File: config.mk
export PLATFORM = sky130hd
export DESIGN_NAME = fetch_unit
export DESIGN_NICKNAME = d
export VERILOG_FILES = /design/src/rtl/fetch_unit_pkg.sv /design/src/rtl/fetch_buffer.sv /design/src/rtl/fetch_unit.sv
export SDC_FILE = /design/constraint.sdc
export NUM_CORES = 1
export LEC_CHECK = 0
export ABC_CLOCK_PERIOD_IN_PS = 17100
export CAP_MARGIN = 20
export CORE_ASPECT_RATIO = 1.4
export CORE_UTILIZATION = 35
export CTS_BUF_LIST = sky130_fd_sc_hd__clkbuf_8
export DETAILED_ROUTE_END_ITERATION = 8
export PLACE_DENSITY = 0.62
export SLEW_MARGIN = 25
export SYNTH_ARGS = -nofsm -noshare
export SYNTH_HDL_FRONTEND = slang
export SYNTH_SLANG_ARGS = --single-unit
export TNS_END_PERCENT = 10
File: constraint.sdc
create_clock -name clk -period 17.1 [get_ports clk]
set_input_delay 2.565 -clock clk [delete_from_list [all_inputs] [get_ports clk]]
set_output_delay 2.565 -clock clk [all_outputs]
set_load 0.01 [all_outputs]
File: src/rtl/fetch_unit_pkg.sv
// fetch_unit_pkg: shared fetch-stage defaults and the {pc, instr} entry handed to decode.
package fetch_unit_pkg;

    localparam int          FU_WIDTH    = 32;
    localparam logic [31:0] FU_RESET_PC = 32'h0000_0000;

    typedef struct packed {
        logic [FU_WIDTH-1:0] pc;
        logic [FU_WIDTH-1:0] instr;
    } fetch_entry_t;

endpackage

File: src/rtl/fetch_buffer.sv
// fetch_buffer: 2-entry synchronous FIFO; slot 0 is always the head, slot 1 the tail.
module fetch_buffer #(
    parameter int W = 64
) (
    input  logic         clk,
    input  logic         rst_n,
    input  logic         i_push,
    input  logic         i_pop,
    input  logic         i_flush,
    input  logic [W-1:0] i_data,
    output logic [W-1:0] o_head,
    output logic [1:0]   o_count
);

    logic [W-1:0] r_slot0;
    logic [W-1:0] r_slot1;
    logic [1:0]   r_count;

    always_ff @(posedge clk) begin
        if (!rst_n || i_flush) begin
            r_count <= 2'd0;
        end else begin
            r_count <= r_count + {1'b0, i_push} - {1'b0, i_pop};
            // On pop the tail shifts into the head; with a single entry the incoming word becomes the head.
            if (i_pop) begin
                r_slot0 <= (r_count == 2'd2) ? r_slot1 : i_data;
                if (i_push)
                    r_slot1 <= i_data;
            end else if (i_push) begin
                if (r_count == 2'd0)
                    r_slot0 <= i_data;
                else
                    r_slot1 <= i_data;
            end
        end
    end

    assign o_head  = r_slot0;
    assign o_count = r_count;

endmodule

File: src/rtl/fetch_unit.sv
// fetch_unit: PC, instruction-memory issue, in-flight tracking and redirect in front of a 2-entry
// buffer feeding decode over valid/ready.
module fetch_unit
    import fetch_unit_pkg::*;
#(
    parameter int             WIDTH    = FU_WIDTH,
    parameter logic [WIDTH-1:0] RESET_PC = WIDTH'(FU_RESET_PC)
) (
    input  logic             clk,
    input  logic             rst_n,
    input  logic             i_pc_enable,
    input  logic             i_pc_src,
    input  logic [WIDTH-1:0] i_branch_target,
    output logic             o_imem_en,
    output logic [WIDTH-1:0] o_imem_addr,
    input  logic [WIDTH-1:0] i_imem_rdata,
    output logic             o_out_valid,
    input  logic             i_out_ready,
    output logic [WIDTH-1:0] o_out_pc,
    output logic [WIDTH-1:0] o_out_pc_plus4,
    output logic [WIDTH-1:0] o_out_instr
);

    logic [WIDTH-1:0]   r_pc;
    logic [WIDTH-1:0]   r_inflight_pc;
    logic               r_inflight;
    logic               r_drop;
    logic [1:0]         w_count;
    logic [2*WIDTH-1:0] w_head;
    logic [2:0]         w_occ;
    logic               w_pop;
    logic               w_issue;
    logic               w_push;

    assign w_pop   = o_out_valid & i_out_ready;
    assign w_occ   = {1'b0, w_count} + {2'b00, r_inflight};
    // Never issue unless the response is guaranteed a free slot when it returns.
    assign w_issue = rst_n & i_pc_enable & ~i_pc_src & (w_occ < 3'd2 + {2'b00, w_pop});
    assign w_push  = r_inflight & ~r_drop & ~i_pc_src;

    always_ff @(posedge clk) begin
        if (!rst_n) begin
            r_pc          <= RESET_PC;
            r_inflight_pc <= RESET_PC;
            r_inflight    <= 1'b0;
            r_drop        <= 1'b0;
        end else if (i_pc_src) begin
            r_pc       <= i_branch_target;
            r_inflight <= 1'b0;
            r_drop     <= 1'b0;
        end else begin
            r_inflight <= w_issue;
            if (w_issue) begin
                r_inflight_pc <= r_pc;
                r_pc          <= r_pc + WIDTH'(4);
            end
        end
    end

    fetch_buffer #(.W(2*WIDTH)) u_buf (
        .clk     (clk),
        .rst_n   (rst_n),
        .i_push  (w_push),
        .i_pop   (w_pop & ~i_pc_src),
        .i_flush (i_pc_src),
        .i_data  ({r_inflight_pc, i_imem_rdata}),
        .o_head  (w_head),
        .o_count (w_count)
    );

    assign o_imem_en      = w_issue;
    assign o_imem_addr    = r_pc;
    assign o_out_valid    = w_count != 2'd0;
    assign o_out_pc       = w_head[2*WIDTH-1:WIDTH];
    assign o_out_instr    = w_head[WIDTH-1:0];
    assign o_out_pc_plus4 = o_out_pc + WIDTH'(4);

endmodule

==> results.toml, run 1 <==
[run_status]
status = "finished, final reports clean"

[layout]
areaGrowthSynthToFinish_pct = 32.7
drive_above_1_share_pct = 13.0
final_core_util_pct = 47.5
design_area_mm2 = 0.0111
nNetsFinal = 957
nFillCells = 2198
antenna_cells = 0

[yosys]
synthFlopType = "edfxtp_1"
synthCells = 690
yosysWarnings = 0
synth_commonest_cells = "128 x edfxtp_1, 116 x nand2_1, 69 x mux2_2"
yosysTopAreaCell = "edfxtp_1"
synth_area_mm2 = 0.00833
yosysUniqueCellTypes = 48
synth.most_common_cell = "edfxtp_1"
ys_seq_area_share_pct = 62.2
synth_area_leaders = "edfxtp_1 46%, dfxtp_1 16%, mux2_2 9.3%"
synth_edf_count = 128
synth_nets = 766
synth-async-reset-ratio_pct = 0
syn_avg_cell_area_um2 = 12.1
synth_top_area_share_pct = 46.1
ys_seq_elements = 195

[setup_path]
critical_path.endpoint = "o_imem_en"
r2r_start = "o_imem_addr[5]"
worst-setup-path-type = "in -> out"
r2r_end = "o_imem_addr[23]"
cp_max_fo = 34
cpPeakStageDelay_ns = 0.55
required_ns = 14.53
worstSetupEndpointType = "output pin"
slowest_stage = "clkdlybuf4s50_1"
path_cells = "clkdlybuf4s50_1 -> buf_4 -> nand2b_1 -> nor3b_2 -> nand2_1 -> clkinv_1 -> clkdlybuf4s50_1"
start_kind = "input pin"
crit_top_cell = "clkdlybuf4s50_1"
arrival_ns = 4.69
r2r_slack_ns = 14.51
ff2ff_path_depth = 5
startpoint = "i_pc_src"

[sta]
setup_viol_count_final = 0
hold_ws_ns = 0.462
setup_slack_ns = 9.84
slew_viol_final = 0
period_share_pct = 42.5
clock_skew_ns = 0.0178
hold_violations = 0
worst_pin_slew_ns = 0.905
grt_setup_unrepaired = "no"
fmax_ghz = 0.138
final.setup.tns_ns = 0
period_minus_slack_ns = 7.26
slew_headroom_pct = 39.6

[clocking]
root_buffer = "clkbuf_8"
clk_latency_ns = 0.46
h-tree-depth = 4
cts.sinks = 195
clk_pin_slew_ns = 0.10
clock_path_buffers = 2
cts_tree = "yes"
ctsResizeCount = 0
postCtsHoldBufs = 0
post_cts_buffers = 0
numCtsBuffers = 17

[place]
port_buffers = 198
dpl_cell_area_mm2 = 0.0106
gp_congestion = 0.855
dp_hpwl_um = 14000
place_ws_ns = 9.87

[routing]
drtIter0Drc = 310
via_count = 5998
drt-total-wl_um = 20200
via_per_inst = 5.00
ant_nets = 0
route.detailed.drc = 0
wire_per_inst_um = 16.8
drtPass1Iterations = 4

[power_and_ir_drop]
p_per_area_mw_per_mm2 = 80.8
power_switching_share_pct = 23.0
p_leak_nw = 3.69
vdd_drop_max_v = 0.0000432
combinationalPowerShare_pct = 6.9
p_int_w = 0.000688
p_switching_w = 0.000206
p_seq_share_pct = 57.9
clkPwrFrac_pct = 35.2

[global_routing]
grt_pass1_wl_um = 32200
grt_start_max_net_pins = 65
grt_pass1_vias = 5975
antenna_found_initial = 0
gr-total-overflow = 0
grtUsageTotal_pct = 17.0

[floorplanning]
start_util_pct = 35.8
core_area_mm2 = 0.0233
die_h_um = 185
ios = 199
die_x_um = 132
row_count = 66
die_area_mm2 = 0.0244

[flow_run]
max-cap-violations = 0

[hold_path]
hold_depth = 0
min_path_type = "reg -> reg"
[cells in the final DEF (no fill, tap or decap), types with 17 or more instances in the layout]
master	n
a21oi_1	41
clkdlybuf4s50_1	198
and3_1	17
edfxtp_1	128
nand3_1	26
mux2_2	69
xnor2_1	23
clkbuf_8	17
nand2_1	116
dfxtp_1	67
[worst min-delay path by stage]
stage	start	slack, ns	endpoint
finish	r_inflight_pc[17]	0.46	u_buf.r_slot1[49]
global route	r_inflight_pc[17]	0.48	u_buf.r_slot1[49]
CTS	r_inflight_pc[17]	0.46	u_buf.r_slot1[49]
detailed placement	r_inflight_pc[27]	0.45	u_buf.r_slot1[59]
global placement	r_inflight_pc[17]	0.44	u_buf.r_slot1[49]
floorplan	r_inflight_pc[0]	0.43	u_buf.r_slot1[32]
[state kept, by name (all words and copies together), names as in the netlist]
| signal | count |
|---|---|
| u_buf.r_slot1 | 64 |
| r_inflight | 1 |
| r_inflight_pc | 32 |
| u_buf.o_head | 64 |
| o_imem_addr | 32 |
| u_buf.o_count | 2 |
[final cells by class]
cell class	instances	area [um^2]	area share (%)
timing repair buffer	206	2040	18.5
multi-input combinational	446	2980	26.9
clock inverter	15	179	1.62
inverter	15	56.3	0.509
sequential	195	5180	46.9
tap	306	383	3.46
clock buffer	17	234	2.12
[per-stage QoR]
step	total power (W)	cells
3_5_place_dp	0.000590	1168
4_1_cts	0.000906	1200
6_report	0.000893	1200
3_3_place_gp	0.000589	1168
5_1_grt	0.000927	1200
2_1_floorplan	0.000550	690
[cells by family (layout without fill, tap and decap cells)]
family	Yosys count	in the layout	share of synthesized area, %
AO/OA/AOI/OAI	90	90	6.59
adder cells (fa/ha/maj)	7	7	1.05
buffers and inverters	49	253	2.30
AND/OR/NAND/NOR	241	241	14.3
XOR/XNOR	34	34	3.57
multiplexers	74	74	9.93
flip-flops	195	195	62.2
[critical path: cells and delay by family]
kind,cells,cell delay (ns)
and+or+nand+nor,3,0.81
buffers and inverters,4,1.30
[routing by layer]
layer / track usage [%] / vias up / wire (um) / share of wire [%]
met2: 29.3 / 194 / 10100 / 50
met1: 20.2 / 2836 / 8630 / 43
li1: - / 2939 / - / -
met5: 0 / - / 0 / 0
met3: 3.63 / 29 / 959 / 4.8
met4: 7.40 / 0 / 464 / 2.3
[power by group through the flow]
stage | Combinational (W) | Clock, W | Sequential, W
3_3_place_gp | 0.0000611 | 0 | 0.000528
3_5_place_dp | 0.0000618 | 0 | 0.000528
2_1_floorplan | 0.0000231 | 0 | 0.000527
4_1_cts | 0.0000623 | 0.000326 | 0.000518
6_report | 0.0000616 | 0.000314 | 0.000518
5_1_grt | 0.0000672 | 0.000340 | 0.000519
No activity file was read; power rests on OpenSTA's default activity.
==> run 2: changes to the inputs <==
--- a/config.mk
+++ b/config.mk
@@ -5,13 +5,13 @@
 export SDC_FILE = /design/constraint.sdc
 export NUM_CORES = 1
 export LEC_CHECK = 0
-export ABC_CLOCK_PERIOD_IN_PS = 17100
+export ABC_CLOCK_PERIOD_IN_PS = 6500
 export CAP_MARGIN = 20
 export CORE_ASPECT_RATIO = 1.4
 export CORE_UTILIZATION = 35
 export CTS_BUF_LIST = sky130_fd_sc_hd__clkbuf_8
 export DETAILED_ROUTE_END_ITERATION = 8
-export PLACE_DENSITY = 0.62
+export PLACE_DENSITY = 0.64
 export SLEW_MARGIN = 25
 export SYNTH_ARGS = -nofsm -noshare
 export SYNTH_HDL_FRONTEND = slang
==> constraint.sdc (replaced) <==
create_clock -name clk -period 6.5 [get_ports clk]
set_input_delay 0.975 -clock clk [delete_from_list [all_inputs] [get_ports clk]]
set_output_delay 0.975 -clock clk [all_outputs]
set_load 0.01 [all_outputs]
==> results.toml, run 2 (synthesized netlist as in run 1, its figures left out) <==
[clocking]
h-tree-depth = 4
clk_pin_slew_ns = 0.10
ctsResizeCount = 0
clock_path_buffers = 2
root_buffer = "clkbuf_8"
postCtsHoldBufs = 0
clk_latency_ns = 0.47
cts_tree = "yes"
numCtsBuffers = 17
cts.sinks = 195
post_cts_buffers = 0

[sta]
period_minus_slack_ns = 4.17
setup_viol_count_final = 0
hold_ws_ns = 0.462
grt_setup_unrepaired = "no"
hold_violations = 0
fmax_ghz = 0.240
final.setup.tns_ns = 0
clock_skew_ns = 0.0176
slew_headroom_pct = 39.9
worst_pin_slew_ns = 0.902
slew_viol_final = 0
period_share_pct = 64.1

[setup_path]
r2r_slack_ns = 3.95
ff2ff_path_depth = 7
arrival_ns = 3.19
worstSetupEndpointType = "output pin"
required_ns = 5.52
start_kind = "input pin"
r2r_end = "o_imem_addr[11]"
critical_path.endpoint = "o_imem_en"
worst-setup-path-type = "in -> out"
cp_max_fo = 7
startpoint = "i_pc_src"
r2r_start = "u_buf.o_count[0]"

[routing]
wire_per_inst_um = 16.7
drtIter0Drc = 287
via_count = 5996
ant_nets = 0
drt-total-wl_um = 20000
via_per_inst = 5.00
route.detailed.drc = 0
drtPass1Iterations = 4

[global_routing]
gr-total-overflow = 0
antenna_found_initial = 0
grt_pass1_vias = 5893
grt_start_max_net_pins = 65
grt_pass1_wl_um = 31600
grtUsageTotal_pct = 16.7

[power_and_ir_drop]
vdd_drop_max_v = 0.000117
power_w = 0.00231
p_per_area_mw_per_mm2 = 209
p_leak_nw = 3.69

[floorplanning]
row_count = 66
die_h_um = 185
ios = 199
core_area_mm2 = 0.0233
start_util_pct = 35.8
die_area_mm2 = 0.0244
die_x_um = 132

[run_status]
status = "finished, final reports clean"

[layout]
antenna_cells = 0
layout_commonest_cell = "clkdlybuf4s50_1"
drive_above_1_share_pct = 13.1
nNetsFinal = 957
areaGrowthSynthToFinish_pct = 32.6
layout_common_cells = "198 x clkdlybuf4s50_1, 128 x edfxtp_1, 116 x nand2_1"

[flow_run]
max-cap-violations = 0

[hold_path]
min_path_type = "reg -> reg"

[place]
port_buffers = 198
dp_hpwl_um = 14000
gp_congestion = 0.871
run 2: worst min-delay path by stage:
stage | startpoint | end | depth (start not counted)
global route | r_inflight_pc[13] | u_buf.r_slot1[45] | 0
floorplan | r_inflight_pc[0] | u_buf.r_slot1[32] | 0
CTS | r_inflight_pc[1] | u_buf.r_slot1[33] | 0
detailed placement | r_inflight_pc[1] | u_buf.r_slot1[33] | 0
finish | r_inflight_pc[1] | u_buf.r_slot1[33] | 0
global placement | r_inflight_pc[21] | u_buf.r_slot1[53] | 0
run 2: layout make-up:
| class | instances | area [um^2] |
|---|---|---|
| Clock inverter | 15 | 170 |
| Sequential cell | 195 | 5180 |
| Fill cell | 2177 | 12200 |
| Tap cell | 306 | 383 |
| Clock buffer | 17 | 234 |
| Inverter | 15 | 56.3 |
| Multi-Input combinational cell | 446 | 2980 |
| Timing Repair Buffer | 206 | 2040 |
run 2: worst max-delay path, stage by stage:
cell	delay (ns)
clkdlybuf4s50_1	0.65
nand2b_1	0.40
nor3b_2	0.37
nand2_1	0.15
clkinv_1	0.11
clkdlybuf4s50_1	0.53
run 2: report_power, final:
| part | total [W] | switching, W | internal, W |
|---|---|---|---|
| clock | 0.000789 | 0.000467 | 0.000323 |
| sequential | 0.00136 | 0.0000293 | 0.00133 |
| combinational | 0.000163 | 0.0000702 | 0.0000932 |
run 2: layer usage:
layer	vias to the layer above	global-route usage, %	share of wire [%]
li1	2930	-	-
met1	2836	20.1	43
met2	193	28.2	49
met3	37	3.93	5.3
met4	0	7.95	2.7
met5	-	0	0
run 2: stage by stage:
stage          area [um^2]  utilization (%)  worst slack, ns  instances
2_1_floorplan         8340                -           0.0217        690
3_3_place_gp         10600             45.7             2.36       1168
3_5_place_dp         10600             45.7             2.37       1168
4_1_cts              11100             47.5             2.36       1200
5_1_grt              11100             47.5             2.22       1200
6_report             11100             47.5             2.33       1200
